[src/rtl/data_mem_arb_pkg.sv]
// Shared types and grant encodings for the data memory arbiter.
package data_mem_arb_pkg;

  typedef enum logic [1:0] {IDLE, ACCESS, RESP} state_t;
  typedef enum logic {OWN_CPU, OWN_EXT} owner_t;

  localparam logic [1:0] GRANT_NONE = 2'b00;
  localparam logic [1:0] GRANT_CPU  = 2'b01;
  localparam logic [1:0] GRANT_EXT  = 2'b10;

  function automatic logic [1:0] grant_code(input owner_t o);
    return (o == OWN_EXT) ? GRANT_EXT : GRANT_CPU;
  endfunction

endpackage

[src/rtl/rr_arbiter_2.sv]
// Two-way round-robin pick: on a tie the requester not served last wins.
module rr_arbiter_2
  import data_mem_arb_pkg::*;
(
  input  logic   req_cpu,
  input  logic   req_ext,
  input  owner_t last_grant,
  output logic   valid,
  output owner_t winner
);

  always_comb begin
    valid  = req_cpu | req_ext;
    winner = OWN_CPU;
    if (req_cpu && req_ext)
      winner = (last_grant == OWN_CPU) ? OWN_EXT : OWN_CPU;
    else if (req_ext)
      winner = OWN_EXT;
  end

endmodule

[src/rtl/data_mem_arbiter.sv]
// Shares one multi-cycle data memory between the CPU and an external port,
// stalling the CPU until its own access completes.
module data_mem_arbiter
  import data_mem_arb_pkg::*;
#(
  parameter int WORD_LENGTH = 8,
  parameter int ADDR_LENGTH = 8,
  parameter int MEM_LATENCY = 2
) (
  input  logic                   clk,
  input  logic                   rst,
  input  logic                   cpu_req,
  input  logic                   cpu_write,
  input  logic [ADDR_LENGTH-1:0] cpu_addr,
  input  logic [WORD_LENGTH-1:0] cpu_wdata,
  output logic [WORD_LENGTH-1:0] cpu_rdata,
  output logic                   cpu_ready,
  output logic                   cpu_stall,
  input  logic                   ext_req,
  input  logic                   ext_write,
  input  logic [ADDR_LENGTH-1:0] ext_addr,
  input  logic [WORD_LENGTH-1:0] ext_wdata,
  output logic [WORD_LENGTH-1:0] ext_rdata,
  output logic                   ext_ready,
  output logic [ADDR_LENGTH-1:0] mem_addr,
  output logic [WORD_LENGTH-1:0] mem_wdata,
  output logic                   mem_read,
  output logic                   mem_write,
  input  logic [WORD_LENGTH-1:0] mem_rdata,
  output logic                   busy,
  output logic [1:0]             grant
);

  localparam logic [3:0] CNT_INIT = 4'(MEM_LATENCY - 1);

  state_t   state;
  owner_t   owner, last_grant, winner;
  logic     wr, win_valid;
  logic [3:0] cnt;

  logic                   sel_write;
  logic [ADDR_LENGTH-1:0] sel_addr;
  logic [WORD_LENGTH-1:0] sel_wdata;

  rr_arbiter_2 u_arb (
    .req_cpu    (cpu_req),
    .req_ext    (ext_req),
    .last_grant (last_grant),
    .valid      (win_valid),
    .winner     (winner)
  );

  always_comb begin
    sel_write = cpu_write;
    sel_addr  = cpu_addr;
    sel_wdata = cpu_wdata;
    if (winner == OWN_EXT) begin
      sel_write = ext_write;
      sel_addr  = ext_addr;
      sel_wdata = ext_wdata;
    end
  end

  assign busy      = (state != IDLE);
  assign cpu_stall = cpu_req & ~cpu_ready;

  always_ff @(posedge clk) begin
    if (rst) begin
      state      <= IDLE;
      owner      <= OWN_CPU;
      last_grant <= OWN_EXT;
      wr         <= 1'b0;
      cnt        <= '0;
      mem_addr   <= '0;
      mem_wdata  <= '0;
      mem_read   <= 1'b0;
      mem_write  <= 1'b0;
      cpu_rdata  <= '0;
      ext_rdata  <= '0;
      cpu_ready  <= 1'b0;
      ext_ready  <= 1'b0;
      grant      <= GRANT_NONE;
    end else begin
      cpu_ready <= 1'b0;
      ext_ready <= 1'b0;
      case (state)
        IDLE: if (win_valid) begin
          owner     <= winner;
          wr        <= sel_write;
          mem_addr  <= sel_addr;
          mem_wdata <= sel_wdata;
          cnt       <= CNT_INIT;
          grant     <= grant_code(winner);
          // Strobes are registered, so they are set here to line up with ACCESS.
          mem_read  <= ~sel_write;
          mem_write <= sel_write;
          state     <= ACCESS;
        end
        ACCESS: begin
          mem_write <= 1'b0;
          if (cnt == 4'd0) begin
            mem_read   <= 1'b0;
            last_grant <= owner;
            if (!wr && owner == OWN_CPU) cpu_rdata <= mem_rdata;
            if (!wr && owner == OWN_EXT) ext_rdata <= mem_rdata;
            cpu_ready  <= (owner == OWN_CPU);
            ext_ready  <= (owner == OWN_EXT);
            state      <= RESP;
          end else begin
            cnt <= cnt - 4'd1;
          end
        end
        RESP: begin
          grant <= GRANT_NONE;
          state <= IDLE;
        end
        default: state <= IDLE;
      endcase
    end
  end

endmodule

[config.mk]
export PLATFORM = sky130hd
export DESIGN_NAME = data_mem_arbiter
export DESIGN_NICKNAME = d
export VERILOG_FILES = /design/src/rtl/data_mem_arb_pkg.sv /design/src/rtl/rr_arbiter_2.sv /design/src/rtl/data_mem_arbiter.sv
export SDC_FILE = /design/constraint.sdc
export NUM_CORES = 1
export LEC_CHECK = 0
export CORE_AREA = 3 3 74 76
export CTS_BUF_LIST = sky130_fd_sc_hd__clkbuf_4 sky130_fd_sc_hd__clkbuf_8 sky130_fd_sc_hd__clkbuf_16
export CTS_CLUSTER_DIAMETER = 150
export CTS_CLUSTER_SIZE = 25
export DETAILED_ROUTE_END_ITERATION = 6
export DIE_AREA = 0 0 77 79
export GPL_TIMING_DRIVEN = 0
export PLACE_DENSITY = 0.81
export SLEW_MARGIN = 0
export SYNTH_ARGS = -nofsm -noshare
export SYNTH_HDL_FRONTEND = slang
export SYNTH_SLANG_ARGS = --single-unit
[constraint.sdc]
create_clock -name clk -period 1.7 [get_ports clk]
set_input_delay 0.34 -clock clk [delete_from_list [all_inputs] [get_ports clk]]
set_output_delay 0.34 -clock clk [all_outputs]
set_load 0.02 [all_outputs]
# Yosys cells after proc, flatten, opt, wreduce, memory -nomap -nowiden
# Index checks and enable logic that the tools add are counted.
dict set report op_classes {
  n_reduce_logical 19
  bitwise_logic 7
  n_shift 0
  div 0
  muxes 20
  n_eq_ne 5
  magnitude_cmp 0
  mul 0
  addsub 1
}
# op count
set op_table {}
lappend op_table {{$mux W8} 2}
lappend op_table {{$reduce_and A3 Y1} 4}
lappend op_table {{$reduce_and A2 Y1} 5}
lappend op_table {{$mux W2} 4}
lappend op_table {{$mux W4} 2}
lappend op_table {{$pmux W2 S2} 2}
lappend op_table {{$pmux W4 S2} 1}
lappend op_table {{$mux W1} 7}
lappend op_table {{$reduce_bool A2 Y1} 3}
lappend op_table {{$not A1 Y1} 5}
lappend op_table {{$logic_not A4 Y1} 1}
lappend op_table {{$ne A2 B2 Y1 const B} 2}
lappend op_table {{$pmux W1 S2} 2}
lappend op_table {{$sub A4 B1 Y4 const B} 1}
lappend op_table {{$logic_and A1 B1 Y1} 3}
lappend op_table {{$reduce_or A3 Y1} 1}
lappend op_table {{$eq A2 B1 Y1 const B} 1}
lappend op_table {{$eq A2 B2 Y1 const B} 1}
lappend op_table {{$logic_not A2 Y1} 1}
lappend op_table {{$ne A2 B1 Y1 const B} 1}
lappend op_table {{$and A1 B1 Y1} 1}
lappend op_table {{$logic_not A1 Y1} 1}
lappend op_table {{$or A1 B1 Y1} 1}
dict set report totals {
  ram_bits 0
  latchBits 0
  reg_bits 47
  romBits 0
  in_bits 46
  n_memories 0
  output_inout_bits 40
}

# Longest topological paths before layout
# Gate-level depths: netlist (run 1).
dict set report logic_depth {
  depth_word 6
  mapped_depth 7
  mapped_depth_nobuf 5
}

# By module
# A second synthesis (run 1) with hierarchy kept.
dict set report unflattened {
  cells_unflattened 225
  hier_area_um2 2075.7
}
# module seq_area_each_um2 area_per_inst_um2 n_inst cells_per_inst
set modules_own_cells {}
lappend modules_own_cells {data_mem_arbiter 940.9 2062.0 1 223}
lappend modules_own_cells {rr_arbiter_2 0.0 13.8 1 2}

# Least setup slack after synthesis (run 1)
# No wires, ideal clock.
dict set report synth_timing {
  path_kind {input -> output}
  from {in cpu_req}
  to {out cpu_stall}
  t_arrival_ns 1.221
  path_buffers 2
  path_slack_ns 0.139
  path_stages 3
  cell_sequence {clkbuf_1 -> clkbuf_1 -> nor2b_1}
}
dict set report synth_between {
  elab_chain_len 1
}
# item line
set synth_lines {}
lappend synth_lines {{start, declared} data_mem_arbiter.sv:12} ;# input logic cpu_req,
lappend synth_lines {{$and A1 B1 Y1} data_mem_arbiter.sv:65} ;# assign cpu_stall = cpu_req & ~cpu_ready;
lappend synth_lines {{end, declared} data_mem_arbiter.sv:18} ;# output logic cpu_stall,
# Every way passes these cells.

# Final worst setup path (run 1)
dict set report layout_timing {
  from {reg state[1]}
  to {out busy}
}
dict set report layout_between {
  elab_chain_len 1
}
# item line
set layout_lines {}
lappend layout_lines {{start, declared} data_mem_arbiter.sv:36} ;# state_t state;
lappend layout_lines {{start signal, assigned} data_mem_arbiter.sv:69} ;# state <= IDLE;
lappend layout_lines {{start signal, assigned} data_mem_arbiter.sv:97} ;# state <= ACCESS;
lappend layout_lines {{start signal, assigned} data_mem_arbiter.sv:108} ;# state <= RESP;
lappend layout_lines {{$reduce_bool A2 Y1} data_mem_arbiter.sv:64} ;# assign busy = (state != IDLE);
lappend layout_lines {{end, declared} data_mem_arbiter.sv:30} ;# output logic busy,
# Every way passes these cells.

==> impl_metrics.json, run 1 <==
{
  "post-route-drc-count": 0,
  "ys_warn_count": 0,
  "first_iter_violations": 190,
  "status": "complete, no violations",
  "number_of_buffers_on_the_longest_clock_path": 2,
  "timing.final.crit_share_pct": 96.9,
  "avgViaCountPerCell": 5.63,
  "timing.slew.headroom_pct": 66.7,
  "syn_area_sq_um": 2090,
  "postCtsHoldBufs": 0,
  "grt_pass1_vias": 2232,
  "wl_per_cell_microns": 15.7,
  "synth_largest_type_area_fraction_pct": 45.0,
  "worst_slack_ps": 52.2,
  "synth_edf_count": 0,
  "netlist_instances": 249,
  "cts.root.buffer_cell": "sky130_fd_sc_hd__clkbuf_8",
  "power_per_standard_cell_area_nw_per_um2": 907,
  "design.final.nets": 387,
  "hp-class": "in -> reg",
  "tightest_slew_ps": 500,
  "gr-total-overflow": 0,
  "final.min_clock_period_ps": 1650,
  "ys_dominant_reg_cell": "sky130_fd_sc_hd__dfxtp_1",
  "antenna_left": 0,
  "antenna_violations_before_repair": 0,
  "cts-htree-levels": 2,
  "final_core_utilization_pct": 65.8,
  "numCtsBuffers": 5,
  "synthTopCellsByArea": "sky130_fd_sc_hd__dfxtp_1, sky130_fd_sc_hd__nand3_1, sky130_fd_sc_hd__o21ai_0",
  "synth_most_common_cell": "sky130_fd_sc_hd__dfxtp_1",
  "ioPinCount": 86,
  "final-setup-viol-count": 0,
  "final_design_area_no_fill_sq_um": 3150,
  "placed_cells": 399,
  "place_congestion": 0.843,
  "final_cells": 407,
  "synth.yosys.seq_area_share_pct": 45.0,
  "fp.dieW_microns": 77,
  "vdd_ir_drop_max_v": 0.000430,
  "start_util_pct": 43.7,
  "clock_sink_count": 47,
  "buffer_ports.inserted": 83,
  "crit_type": "reg -> out",
  "crit_path_max_fanout": 10,
  "placement.setup.worst_slack_ps": -450,
  "final.fill_count": 431,
  "syn2layout_area_growth_pct": 50.4,
  "worstSkewPairLatency_ps": 300,
  "hpwl_microns": 4550,
  "largest_net_degree_at_the_start_of_global_routing": 15,
  "cts_tree": "built",
  "async_reset_ff_share_pct": 0,
  "route.final.wire_length_microns": 6390,
  "antenna_cells": 0,
  "fmax_ghz": 0.607,
  "clk_transition_reported_paths_ps": 90,
  "crit_path_end_kind": "output pin",
  "synth.lib_cells_used.distinct": 40,
  "drt_pre_antenna_iters": 5,
  "grt_first_pass_wirelength_microns": 10400,
  "design.core.area_sq_um": 4790,
  "required_time_reported_for_the_critical_path_endpoint_ps": 1360,
  "avgSynthCellArea_sq_um": 8.40,
  "max_cap_violations": 0,
  "hold_viol_final": 0,
  "static-leakage-power_nw": 1.09,
  "layout-drive-gt1-share_pct": 11.2,
  "timing.clock.skew_ps": 11.3,
  "critical_path_arrival_ps": 1310,
  "timing_max_transition_violations_final": 0,
  "syn_nets": 296,
  "grt_util_all_layers_pct": 21.2,
  "most_area_hungry_cell_type_in_the_yosys_netlist": "sky130_fd_sc_hd__dfxtp_1",
  "die_area_sq_um": 6080,
  "die_height_microns": 79,
  "synth_common_cells": "sky130_fd_sc_hd__dfxtp_1, sky130_fd_sc_hd__nand3_1, sky130_fd_sc_hd__o21ai_0, sky130_fd_sc_hd__a21oi_1, sky130_fd_sc_hd__a31oi_1",
  "startpoint_type": "flop",
  "num_rows": 25,
  "postPlaceCellArea_sq_um": 3010,
  "synthesized_flop_and_latch_total": 47,
  "vias": 2293,
  "tns_ps": 0
}
## what timing repair did
action                     in CTS  in global routing
resized for setup              10                 20
setup endpoints to repair       2                 18
setup buffers                   0                  1
pin swaps                       0                  1
## critical path: stages (launching register included)
cell and delay (ps):
sky130_fd_sc_hd__dfxtp_1 370, sky130_fd_sc_hd__nor2_2 60, sky130_fd_sc_hd__inv_1 90, sky130_fd_sc_hd__clkbuf_4 210, sky130_fd_sc_hd__clkdlybuf4s15_2 280
## power by group
part           total (mW)  internal, mW  leakage [nW]  switching, mW
Combinational       0.942         0.424         0.659          0.517
Clock               0.660         0.282        0.0440          0.378
Sequential           1.25          1.20         0.385         0.0568
Total                2.86          1.90          1.09          0.952
## final cells by class
cell class / instances / area, sq um / area share, %
timing repair buffer: 84 / 838 / 26.6
clock inverter: 2 / 13.8 / 0.437
tap: 67 / 83.8 / 2.66
inverter: 5 / 18.8 / 0.596
clock buffer: 5 / 68.8 / 2.19
buffer: 28 / 160 / 5.09
sequential: 47 / 941 / 29.9
multi-input combinational: 169 / 1020 / 32.5
## through the flow
stage / hold WS, ps / power, mW
finish: 458 / 2.86
global route: 474 / 3.01
global placement: 462 / 2.16
CTS: 452 / 2.84
detailed placement: 469 / 2.17
floorplan: 470 / 1.78
## routing by layer
layer	global-route usage [%]	wire length [microns]
met5	0	0
met4	8.01	102
met3	7.94	578
met2	35.4	3070
met1	24.8	2640
## cells by family after synthesis
logic type	Yosys count	share of synthesized area (%)
compound gates	86	24.0
simple gates	81	22.7
flops	47	45.0
buf+inv	33	7.18
mux	1	0.478
fa+ha+maj	1	0.598
## flip-flops by register name, indices dropped and copies added, names as in the netlist
name / flops
cpu_rdata: 8
ext_rdata: 8
mem_addr: 8
mem_wdata: 8
cnt: 4
grant: 2
state: 2
cpu_ready: 1
ext_ready: 1
last_grant: 1
mem_read: 1
mem_write: 1
owner: 1
wr: 1
## path summary, 6_finish.rpt
check / depth (start not counted) / slack [ps] / start / endpoint
worst max-delay path: 4 / 50 / state[1]$_SDFFE_PP0P_ / busy
worst min-delay path: 2 / 460 / rst / cnt[2]$_SDFFE_PP0P_
worst min register to register: 2 / 470 / ext_rdata[5]$_SDFFE_PP0P_ / ext_rdata[5]$_SDFFE_PP0P_
worst max register to register: 7 / 130 / cnt[1]$_SDFFE_PP0P_ / cpu_rdata[6]$_SDFFE_PP0P_
## placed cells by master, fill, tap and decap left out, types with 2 or more instances in the layout
master and instances:
sky130_fd_sc_hd__nand2_1 4, sky130_fd_sc_hd__o21ai_0 26, sky130_fd_sc_hd__clkbuf_2 3, sky130_fd_sc_hd__nand3_1 37, sky130_fd_sc_hd__buf_4 4, sky130_fd_sc_hd__dfxtp_1 47, sky130_fd_sc_hd__clkbuf_8 6, sky130_fd_sc_hd__a31oi_1 19
sky130_fd_sc_hd__o21ai_2 2, sky130_fd_sc_hd__nor2b_1 2, sky130_fd_sc_hd__clkdlybuf4s50_1 81, sky130_fd_sc_hd__nor2_1 5, sky130_fd_sc_hd__buf_6 2, sky130_fd_sc_hd__o21ai_1 10, sky130_fd_sc_hd__clkbuf_4 2, sky130_fd_sc_hd__buf_2 6
sky130_fd_sc_hd__buf_1 2, sky130_fd_sc_hd__inv_1 4, sky130_fd_sc_hd__a21oi_1 20, sky130_fd_sc_hd__clkbuf_1 9, sky130_fd_sc_hd__nor3_1 3, sky130_fd_sc_hd__nand4_1 17
Note: power is estimated with default switching activity, not from simulation.
==> run 2, diff against run 1 <==
--- a/constraint.sdc
+++ b/constraint.sdc
@@ -3,2 +3,2 @@
 set_output_delay 0.34 -clock clk [all_outputs]
-set_load 0.02 [all_outputs]
+set_load 0.01 [all_outputs]
==> impl_metrics.json, run 2 (synthesized netlist as in run 1, its figures left out) <==
{
  "hpwl_microns": 4550,
  "avgViaCountPerCell": 5.63,
  "hold_viol_final": 0,
  "timing.slew.headroom_pct": 66.7,
  "hp-class": "in -> reg",
  "postCtsHoldBufs": 0,
  "placed_cells": 399,
  "ioPinCount": 86,
  "num_rows": 25,
  "design.core.area_sq_um": 4790,
  "antenna_violations_before_repair": 0,
  "cts.root.buffer_cell": "sky130_fd_sc_hd__clkbuf_8",
  "static-leakage-power_nw": 1.09,
  "clock_sink_count": 47,
  "crit_path_max_fanout": 10,
  "crit_slowest_cell": "sky130_fd_sc_hd__dfxtp_1",
  "holdPathStages": 2,
  "required_time_reported_for_the_critical_path_endpoint_ps": 1360,
  "numCtsBuffers": 5,
  "grt_util_all_layers_pct": 21.2,
  "power_per_standard_cell_area_nw_per_um2": 888,
  "startpoint_type": "flop",
  "tns_ps": 0,
  "place_congestion": 0.843,
  "final-setup-viol-count": 0,
  "final_core_utilization_pct": 65.7,
  "rsz_0062_raised_after_global_routing": "no",
  "start_util_pct": 43.7,
  "route.final.wire_length_microns": 6390,
  "buffer_ports.inserted": 83,
  "critical_path_arrival_ps": 1290,
  "first_iter_violations": 190,
  "number_of_buffers_on_the_longest_clock_path": 2,
  "gr-total-overflow": 0,
  "timing_max_transition_violations_final": 0,
  "fin_hold_ws_ps": 458,
  "final.min_clock_period_ps": 1630,
  "worstSkewPairLatency_ps": 300,
  "layout-drive-gt1-share_pct": 10.9,
  "final_cells": 407,
  "antenna_left": 0,
  "syn2layout_area_growth_pct": 50.4,
  "crit_type": "reg -> out",
  "max_cap_violations": 0,
  "cts-htree-levels": 2,
  "post-route-drc-count": 0,
  "grt_pass1_vias": 2232,
  "cts_tree": "built",
  "timing.final.crit_share_pct": 95.6,
  "tightest_slew_ps": 500,
  "design.final.nets": 387,
  "cp_cell_sequence": "nor2_2 > inv_1 > clkbuf_4 > clkdlybuf4s15_1",
  "largest_net_degree_at_the_start_of_global_routing": 15,
  "fmax_ghz": 0.615,
  "crit_path_end_kind": "output pin",
  "grt_first_pass_wirelength_microns": 10400,
  "design_power_total_mw": 2.79,
  "cpLargestDelayFamily": "buffers and inverters",
  "vdd_ir_drop_max_v": 0.000420,
  "mostFrequentLayoutCells": "sky130_fd_sc_hd__clkdlybuf4s50_1, sky130_fd_sc_hd__dfxtp_1, sky130_fd_sc_hd__nand3_1",
  "die_height_microns": 79,
  "r2r.worst_path.cells": 7,
  "antenna_cells": 0,
  "critical_path.max_stage_delay_ps": 370,
  "cp.buffers_inverters": 3,
  "drt_pre_antenna_iters": 5,
  "status": "complete, no violations",
  "wl_per_cell_microns": 15.7,
  "timing.critical_path.depth": 4,
  "fp.dieW_microns": 77,
  "timing.clock.skew_ps": 11.3,
  "vias": 2293,
  "clk_transition_reported_paths_ps": 90,
  "die_area_sq_um": 6080,
  "layout_commonest_cell": "sky130_fd_sc_hd__clkdlybuf4s50_1"
}
## run 2: where the power goes
part           leakage (nW)  switching, mW  total, mW  internal, mW
registers             0.385         0.0568       1.25          1.20
logic                 0.660          0.457      0.880         0.423
clock network        0.0440          0.378      0.660         0.282
## run 2: what timing repair did
action	in CTS	in global routing
endpoints found under the setup margin	2	18
pin swaps	0	1
resized for setup	9	19
buffers inserted	0	1
## run 2: stage by stage
stage	area [sq um]	worst slack, ps
after floorplan	2090	177
after global placement	3010	-365
after detailed placement	3010	-382
after CTS	3100	6.96
after global routing	3150	2.78
final	3150	74.2
## run 2: final timing paths
check | startpoint | to | slack (ps)
setup / recovery | state[1]$_SDFFE_PP0P_ | busy | 70
hold / removal | rst | cnt[2]$_SDFFE_PP0P_ | 460
setup reg to reg | cnt[1]$_SDFFE_PP0P_ | cpu_rdata[6]$_SDFFE_PP0P_ | 130
hold reg to reg | ext_rdata[5]$_SDFFE_PP0P_ | ext_rdata[5]$_SDFFE_PP0P_ | 470
## run 2: worst register-to-register path: cells and delay by family, from the launching register on
| family | cells | cell delay [ps] |
|---|---|---|
| AO/OA/AOI/OAI | 2 | 190 |
| adder cells (fa/ha/maj) | 1 | 170 |
| buffers and inverters | 3 | 400 |
| flip-flops | 1 | 330 |
| AND/OR/NAND/NOR | 1 | 340 |
## run 2: layout make-up
| type | count | area, sq um |
|---|---|---|
| flip-flops and latches | 47 | 941 |
| multi-input cells | 169 | 1020 |
| plain buffers | 28 | 160 |
| clock buffers | 5 | 68.8 |
| repair buffers | 84 | 837 |
| inverters | 5 | 18.8 |
| clock inverters | 2 | 13.8 |
| well taps | 67 | 83.8 |
| fillers | 432 | 1640 |
## run 2: metal layers
| metal | vias to the layer above | wire length [microns] | global-route usage (%) | part of all wire [%] |
|---|---|---|---|---|
| met3 | 9 | 578 | 7.94 | 9.0 |
| met5 | - | 0 | 0 | 0 |
| met1 | 1065 | 2640 | 24.8 | 41 |
| met2 | 108 | 3070 | 35.4 | 48 |
| li1 | 1111 | - | - | - |
| met4 | 0 | 102 | 8.01 | 1.6 |
==> run 3, diff against run 2 <==
Settings changed: CORE_AREA 3 3 74 76 to 3 3 68 83, DIE_AREA 0 0 77 79 to 0 0 71 86, GPL_TIMING_DRIVEN 0 to 1, HOLD_SLACK_MARGIN set to 0.05, PLACE_DENSITY 0.81 to 0.8.
==> impl_metrics.json, run 3 (synthesized netlist as in run 1, its figures left out) <==
{
  "regToRegEndpoint": "mem_read$_SDFFE_PP0P_",
  "final.min_clock_period_ps": 1660,
  "timing.critical_path.to": "cpu_stall",
  "final_cells": 397,
  "layout_commonest_cell": "sky130_fd_sc_hd__clkdlybuf4s50_1",
  "worst_slack_ps": 43.9,
  "fp.dieW_microns": 71,
  "grt_pass1_vias": 2278,
  "worstSkewPairLatency_ps": 300,
  "clk_transition_reported_paths_ps": 90,
  "die_area_sq_um": 6110,
  "design.final.nets": 383,
  "power_per_standard_cell_area_nw_per_um2": 928,
  "fin_hold_ws_ps": 482,
  "numCtsBuffers": 5,
  "crit_slowest_cell": "sky130_fd_sc_hd__clkdlybuf4s50_1",
  "sequential_cell_area_sq_um": 942,
  "crit_path_max_fanout": 3,
  "r2r_slack_ps": 170,
  "cpLargestDelayFamily": "buffers and inverters",
  "antenna_cells": 0,
  "layout-drive-gt1-share_pct": 11.6,
  "crit_path_start": "cpu_req",
  "mostFrequentLayoutCells": "sky130_fd_sc_hd__clkdlybuf4s50_1, sky130_fd_sc_hd__dfxtp_1, sky130_fd_sc_hd__nand3_1",
  "number_of_buffers_on_the_longest_clock_path": 2,
  "placed_cells": 389,
  "first_iter_violations": 100,
  "post-route-drc-count": 0,
  "crit_path_end_kind": "output pin",
  "avgViaCountPerCell": 5.71,
  "grt_util_all_layers_pct": 20.2,
  "start_util_pct": 42.7,
  "ioPinCount": 86,
  "cp.buffers_inverters": 2,
  "final_design_area_no_fill_sq_um": 3210,
  "gr-total-overflow": 0,
  "hp-class": "reg -> reg",
  "critical_path_arrival_ps": 1320,
  "rsz_0062_raised_after_global_routing": "no",
  "critical_path.max_stage_delay_ps": 540,
  "grt_first_pass_wirelength_microns": 10100,
  "wl_per_cell_microns": 15.3,
  "fmax_ghz": 0.604,
  "syn2layout_area_growth_pct": 53.6,
  "vdd_ir_drop_max_v": 0.000668,
  "buffer_ports.inserted": 85,
  "max_cap_violations": 0,
  "status": "complete, no violations",
  "static-leakage-power_nw": 1.14,
  "timing.slew.headroom_pct": 69.6,
  "cp_cell_sequence": "dlygate4sd2_1 > nor2b_1 > clkdlybuf4s50_1",
  "postCtsHoldBufs": 0,
  "timing_max_transition_violations_final": 0,
  "r2r.worst_path.cells": 6,
  "cts-htree-levels": 2,
  "design.core.area_sq_um": 4900,
  "route.final.wire_length_microns": 6090,
  "placement.setup.worst_slack_ps": -278,
  "drt_pre_antenna_iters": 4,
  "final_core_utilization_pct": 65.5,
  "hold_viol_final": 0,
  "timing.critical_path.depth": 3,
  "final.fill_count": 438,
  "antenna_left": 0,
  "cts_setup_buffers": 0,
  "required_time_reported_for_the_critical_path_endpoint_ps": 1360,
  "cts_tree": "built",
  "tightest_slew_ps": 455,
  "timing.final.crit_share_pct": 97.4,
  "timing.clock.skew_ps": 10.7,
  "multi_input_comb_area_sq_um": 1000,
  "antenna_violations_before_repair": 0,
  "largest_net_degree_at_the_start_of_global_routing": 25,
  "r2r_start": "cnt[0]$_SDFFE_PP0P_",
  "place_congestion": 0.795,
  "startpoint_type": "input port",
  "cts.root.buffer_cell": "sky130_fd_sc_hd__clkbuf_8",
  "postPlaceCellArea_sq_um": 3100,
  "die_height_microns": 86,
  "crit_type": "in -> out",
  "clock_sink_count": 47,
  "vias": 2265,
  "hpwl_microns": 4500,
  "final-setup-viol-count": 0,
  "num_rows": 28
}
[run 3: cell types whose count changed in the layout (fill, tap and decap cells not counted), sizes merged]
cell           before  now
bufinv              0    1
dlygate4sd2         1    2
clkdlybuf4s50      81   83
clkinv              2    1
buf                14   23
clkbuf             20    6
clkdlybuf4s15       1    0
[run 3: final cells by class]
| class | instances | share of cell area [%] |
|---|---|---|
| Clock buffer | 6 | 2.57 |
| Clock inverter | 2 | 1.09 |
| Inverter | 5 | 0.584 |
| Multi-Input combinational cell | 169 | 31.2 |
| Sequential cell | 47 | 29.3 |
| Tap cell | 60 | 2.34 |
| Timing Repair Buffer | 108 | 32.9 |
[run 3: how the worst min path moves through the flow]
stage	end	slack, ps	startpoint	cells after the start
2_1_floorplan	cnt[1]$_SDFFE_PP0P_	470	cnt[1]$_SDFFE_PP0P_	2
5_1_grt	ext_rdata[5]$_SDFFE_PP0P_	510	ext_rdata[5]$_SDFFE_PP0P_	2
4_1_cts	ext_rdata[6]$_SDFFE_PP0P_	480	ext_rdata[6]$_SDFFE_PP0P_	2
3_3_place_gp	grant[0]$_SDFFE_PP0P_	460	grant[0]$_SDFFE_PP0P_	2
6_report	ext_rdata[6]$_SDFFE_PP0P_	480	ext_rdata[6]$_SDFFE_PP0P_	2
3_5_place_dp	grant[1]$_SDFFE_PP0P_	470	grant[1]$_SDFFE_PP0P_	2
[run 3: per-layer routing]
| layer | share of wire [%] | routed length (microns) | track usage (%) |
|---|---|---|---|
| met1 | 38 | 2340 | 21.9 |
| met2 | 50 | 3070 | 37.0 |
| met3 | 10 | 609 | 6.57 |
| met4 | 1.2 | 71 | 5.81 |
| met5 | 0 | 0 | 0 |
[run 3: through the flow]
step                power (mW)  TNS, ps
detailed placement        2.16    -5420
global placement          2.15    -4560
finish                    2.98        0
floorplan                 1.72        0
global route              3.14        0
CTS                       3.00        0
[run 3: timing repair]
item	4_1_cts	5_1_grt
hold endpoints to repair	0	0
setup endpoints to repair	2	2
gates resized for setup	3	2
cloned	0	0
[run 3: where the power goes]
part           leakage, nW  switching, mW  internal, mW
Clock               0.0612          0.372         0.476
Combinational        0.697          0.429         0.443
Sequential           0.385         0.0659          1.20
[run 3: tightest hold or removal path: stages, from the launching register on]
cell and delay [ps]:
sky130_fd_sc_hd__dfxtp_1 320, sky130_fd_sc_hd__o21ai_0 60, sky130_fd_sc_hd__a21oi_1 60
==> variant 1: new RTL, flow settings as in run 1 <==
Encoding of `state_t`: now one-hot (3 bits for 3 states).
--- a/src/rtl/data_mem_arb_pkg.sv
+++ b/src/rtl/data_mem_arb_pkg.sv
@@ -1,7 +1,7 @@
 // Shared types and grant encodings for the data memory arbiter.
 package data_mem_arb_pkg;
 
-  typedef enum logic [1:0] {IDLE, ACCESS, RESP} state_t;
+  typedef enum logic [2:0] {IDLE = 3'b001, ACCESS = 3'b010, RESP = 3'b100} state_t;
   typedef enum logic {OWN_CPU, OWN_EXT} owner_t;
 
   localparam logic [1:0] GRANT_NONE = 2'b00;
Function: same outputs for any inputs over 10 cycles, from zero or initial values and one cycle with rst high; not proved beyond that.
==> variant 1 against run 1 <==
- wire length decreased by 5.7%
- final area rose by 2.9%
- worst setup slack better by 0.015 ns
- sequential cell count is 1 higher
- sequential power up 6%
- area after synthesis grew 1.7%
- total power is 11% higher
- worst hold slack better by 0.015 ns
- count of clock-buffer cells in the layout stayed put
- critical endpoint is now mem_addr[3]
- highest routed layer unchanged
==> variant 1: results <==
export IMPL_wl_per_cell_um=15.6
export IMPL_r2r_slack_ns=0.10
export IMPL_r2r_end="ext_rdata[6]$_SDFFE_PP0P_"
export IMPL_avgSynthCellArea_um2=9.38
export IMPL_arrival_ns=1.29
export IMPL_yosysSeqAreaShare_pct=45.1
export IMPL_status="completed"
export IMPL_cp_max_fo=2
export IMPL_gp_congestion=0.897
export IMPL_dp_cells=379
export IMPL_min_to="last_grant$_SDFFE_PP1P_"
export IMPL_worstRegToRegCells=5
export IMPL_vias=2116
export IMPL_drive_gt1_share_pct=11.9
export IMPL_worstHoldStart="last_grant$_SDFFE_PP1P_"
export IMPL_drt_wl_total_um=6030
export IMPL_slew_headroom_pct=63.5
export IMPL_port_buffers=85
export IMPL_detailed_place_hpwl_um=4420
export IMPL_reg2reg_from="state[0]$_SDFFE_PP1P_"
export IMPL_grt_max_degree=20
export IMPL_whs_path_depth=1
export IMPL_muxShareOfSynthArea_pct=8.00
export IMPL_synth_compound_area_share_pct=24.8
export IMPL_dr_pass1_iters=4
export IMPL_syn_nets=274
export IMPL_synth_area_leaders="dfxtp_1, a21oi_1, mux2i_1, a211oi_1, o21ai_1"
export IMPL_grt_use_total_pct=20.2
export IMPL_synth_adder_area_share_pct=0.588
==> variant 1: metrics by stage <==
stage	hold WS (ns)	utilization, %
after floorplan	0.436	-
after detailed placement	0.456	64.0
final	0.473	67.7
after global placement	0.453	64.0
after global routing	0.501	67.7
after CTS	0.477	66.8
==> variant 1: cell type report <==
type	instances	area (µm²)
Fill cell	396	1550
Multi-Input combinational cell	155	1110
Sequential cell	48	967
Timing Repair Buffer	86	851
Buffer	19	103
Tap cell	67	83.8
Clock buffer	5	68.8
Clock inverter	3	47.5
Inverter	3	11.3
==> variant 1: power breakdown <==
part | total (W) | switching [W] | internal [W]
registers | 0.00132 | 0.0000804 | 0.00124
clock network | 0.000840 | 0.000396 | 0.000443
logic | 0.00100 | 0.000519 | 0.000483
==> variant 1: metal layers <==
| layer | wire, µm | track usage, % |
|---|---|---|
| met4 | 55 | 5.34 |
| met2 | 2960 | 35.8 |
| met1 | 2510 | 23.6 |
| met5 | 0 | 0 |
| met3 | 506 | 6.58 |
==> variant 2: new RTL, settings of run 1 <==
Made on the original files. Change the parameter `WORD_LENGTH` from 8 to 16.
--- a/src/rtl/data_mem_arbiter.sv
+++ b/src/rtl/data_mem_arbiter.sv
@@ -3,7 +3,7 @@
 module data_mem_arbiter
   import data_mem_arb_pkg::*;
 #(
-  parameter int WORD_LENGTH = 8,
+  parameter int WORD_LENGTH = 16,
   parameter int ADDR_LENGTH = 8,
   parameter int MEM_LATENCY = 2
 ) (
Ports: changed (6 resized); port bits go from 86 to 134. No check against the original RTL was run, so the function may have changed too.
==> variant 2 against run 1 <==
- the run now fails in clock tree synthesis (4_1_cts)
- area after synthesis rose by 40%
==> variant 2: results <==
export IMPL_postCtsSetupBuffers=6
export IMPL_port_buffers=132
export IMPL_place_ws_ns=-0.338
export IMPL_status="stopped before the end"
export IMPL_cts_root_buf="clkbuf_8"
export IMPL_stop_stage="clock tree synthesis (4_1_cts)"
export IMPL_detailed_place_hpwl_um=7210
export IMPL_error="[ERROR DPL-0033] detailed placement checks failed during check placement."
export IMPL_h_tree_depth=3
export IMPL_ys_types=41
export IMPL_ys_seq_elements=71
export IMPL_gp_congestion=0.865
export IMPL_clockBufferDepth=2
export IMPL_post_cts_resized=65
export IMPL_numCtsBuffers=9
export IMPL_synthArstFlopShare_pct=0
export IMPL_yosysSeqAreaShare_pct=48.4
export IMPL_yosys_warnings=0
export IMPL_syn_nets=371
export IMPL_synth_area_leaders="dfxtp_1, mux2i_1, o2bb2ai_1, a21oi_1, nand3_1"
export IMPL_synth_common_cells="dfxtp_1, a21oi_1, nand3_1"
-- variant 2: cells by family after synthesis --
logic type                 share of synthesized area [%]
AOI/OAI and AO/OA                                   24.4
DFF                                                 48.4
adders and majority gates                          0.426
muxes                                               8.52
and+or+nand+nor                                     12.2
buffers and inverters                               6.00
-- variant 2: through the flow --
step	area, µm²	cells
after floorplan	2940	300
after global placement	4340	499
after detailed placement	4340	499
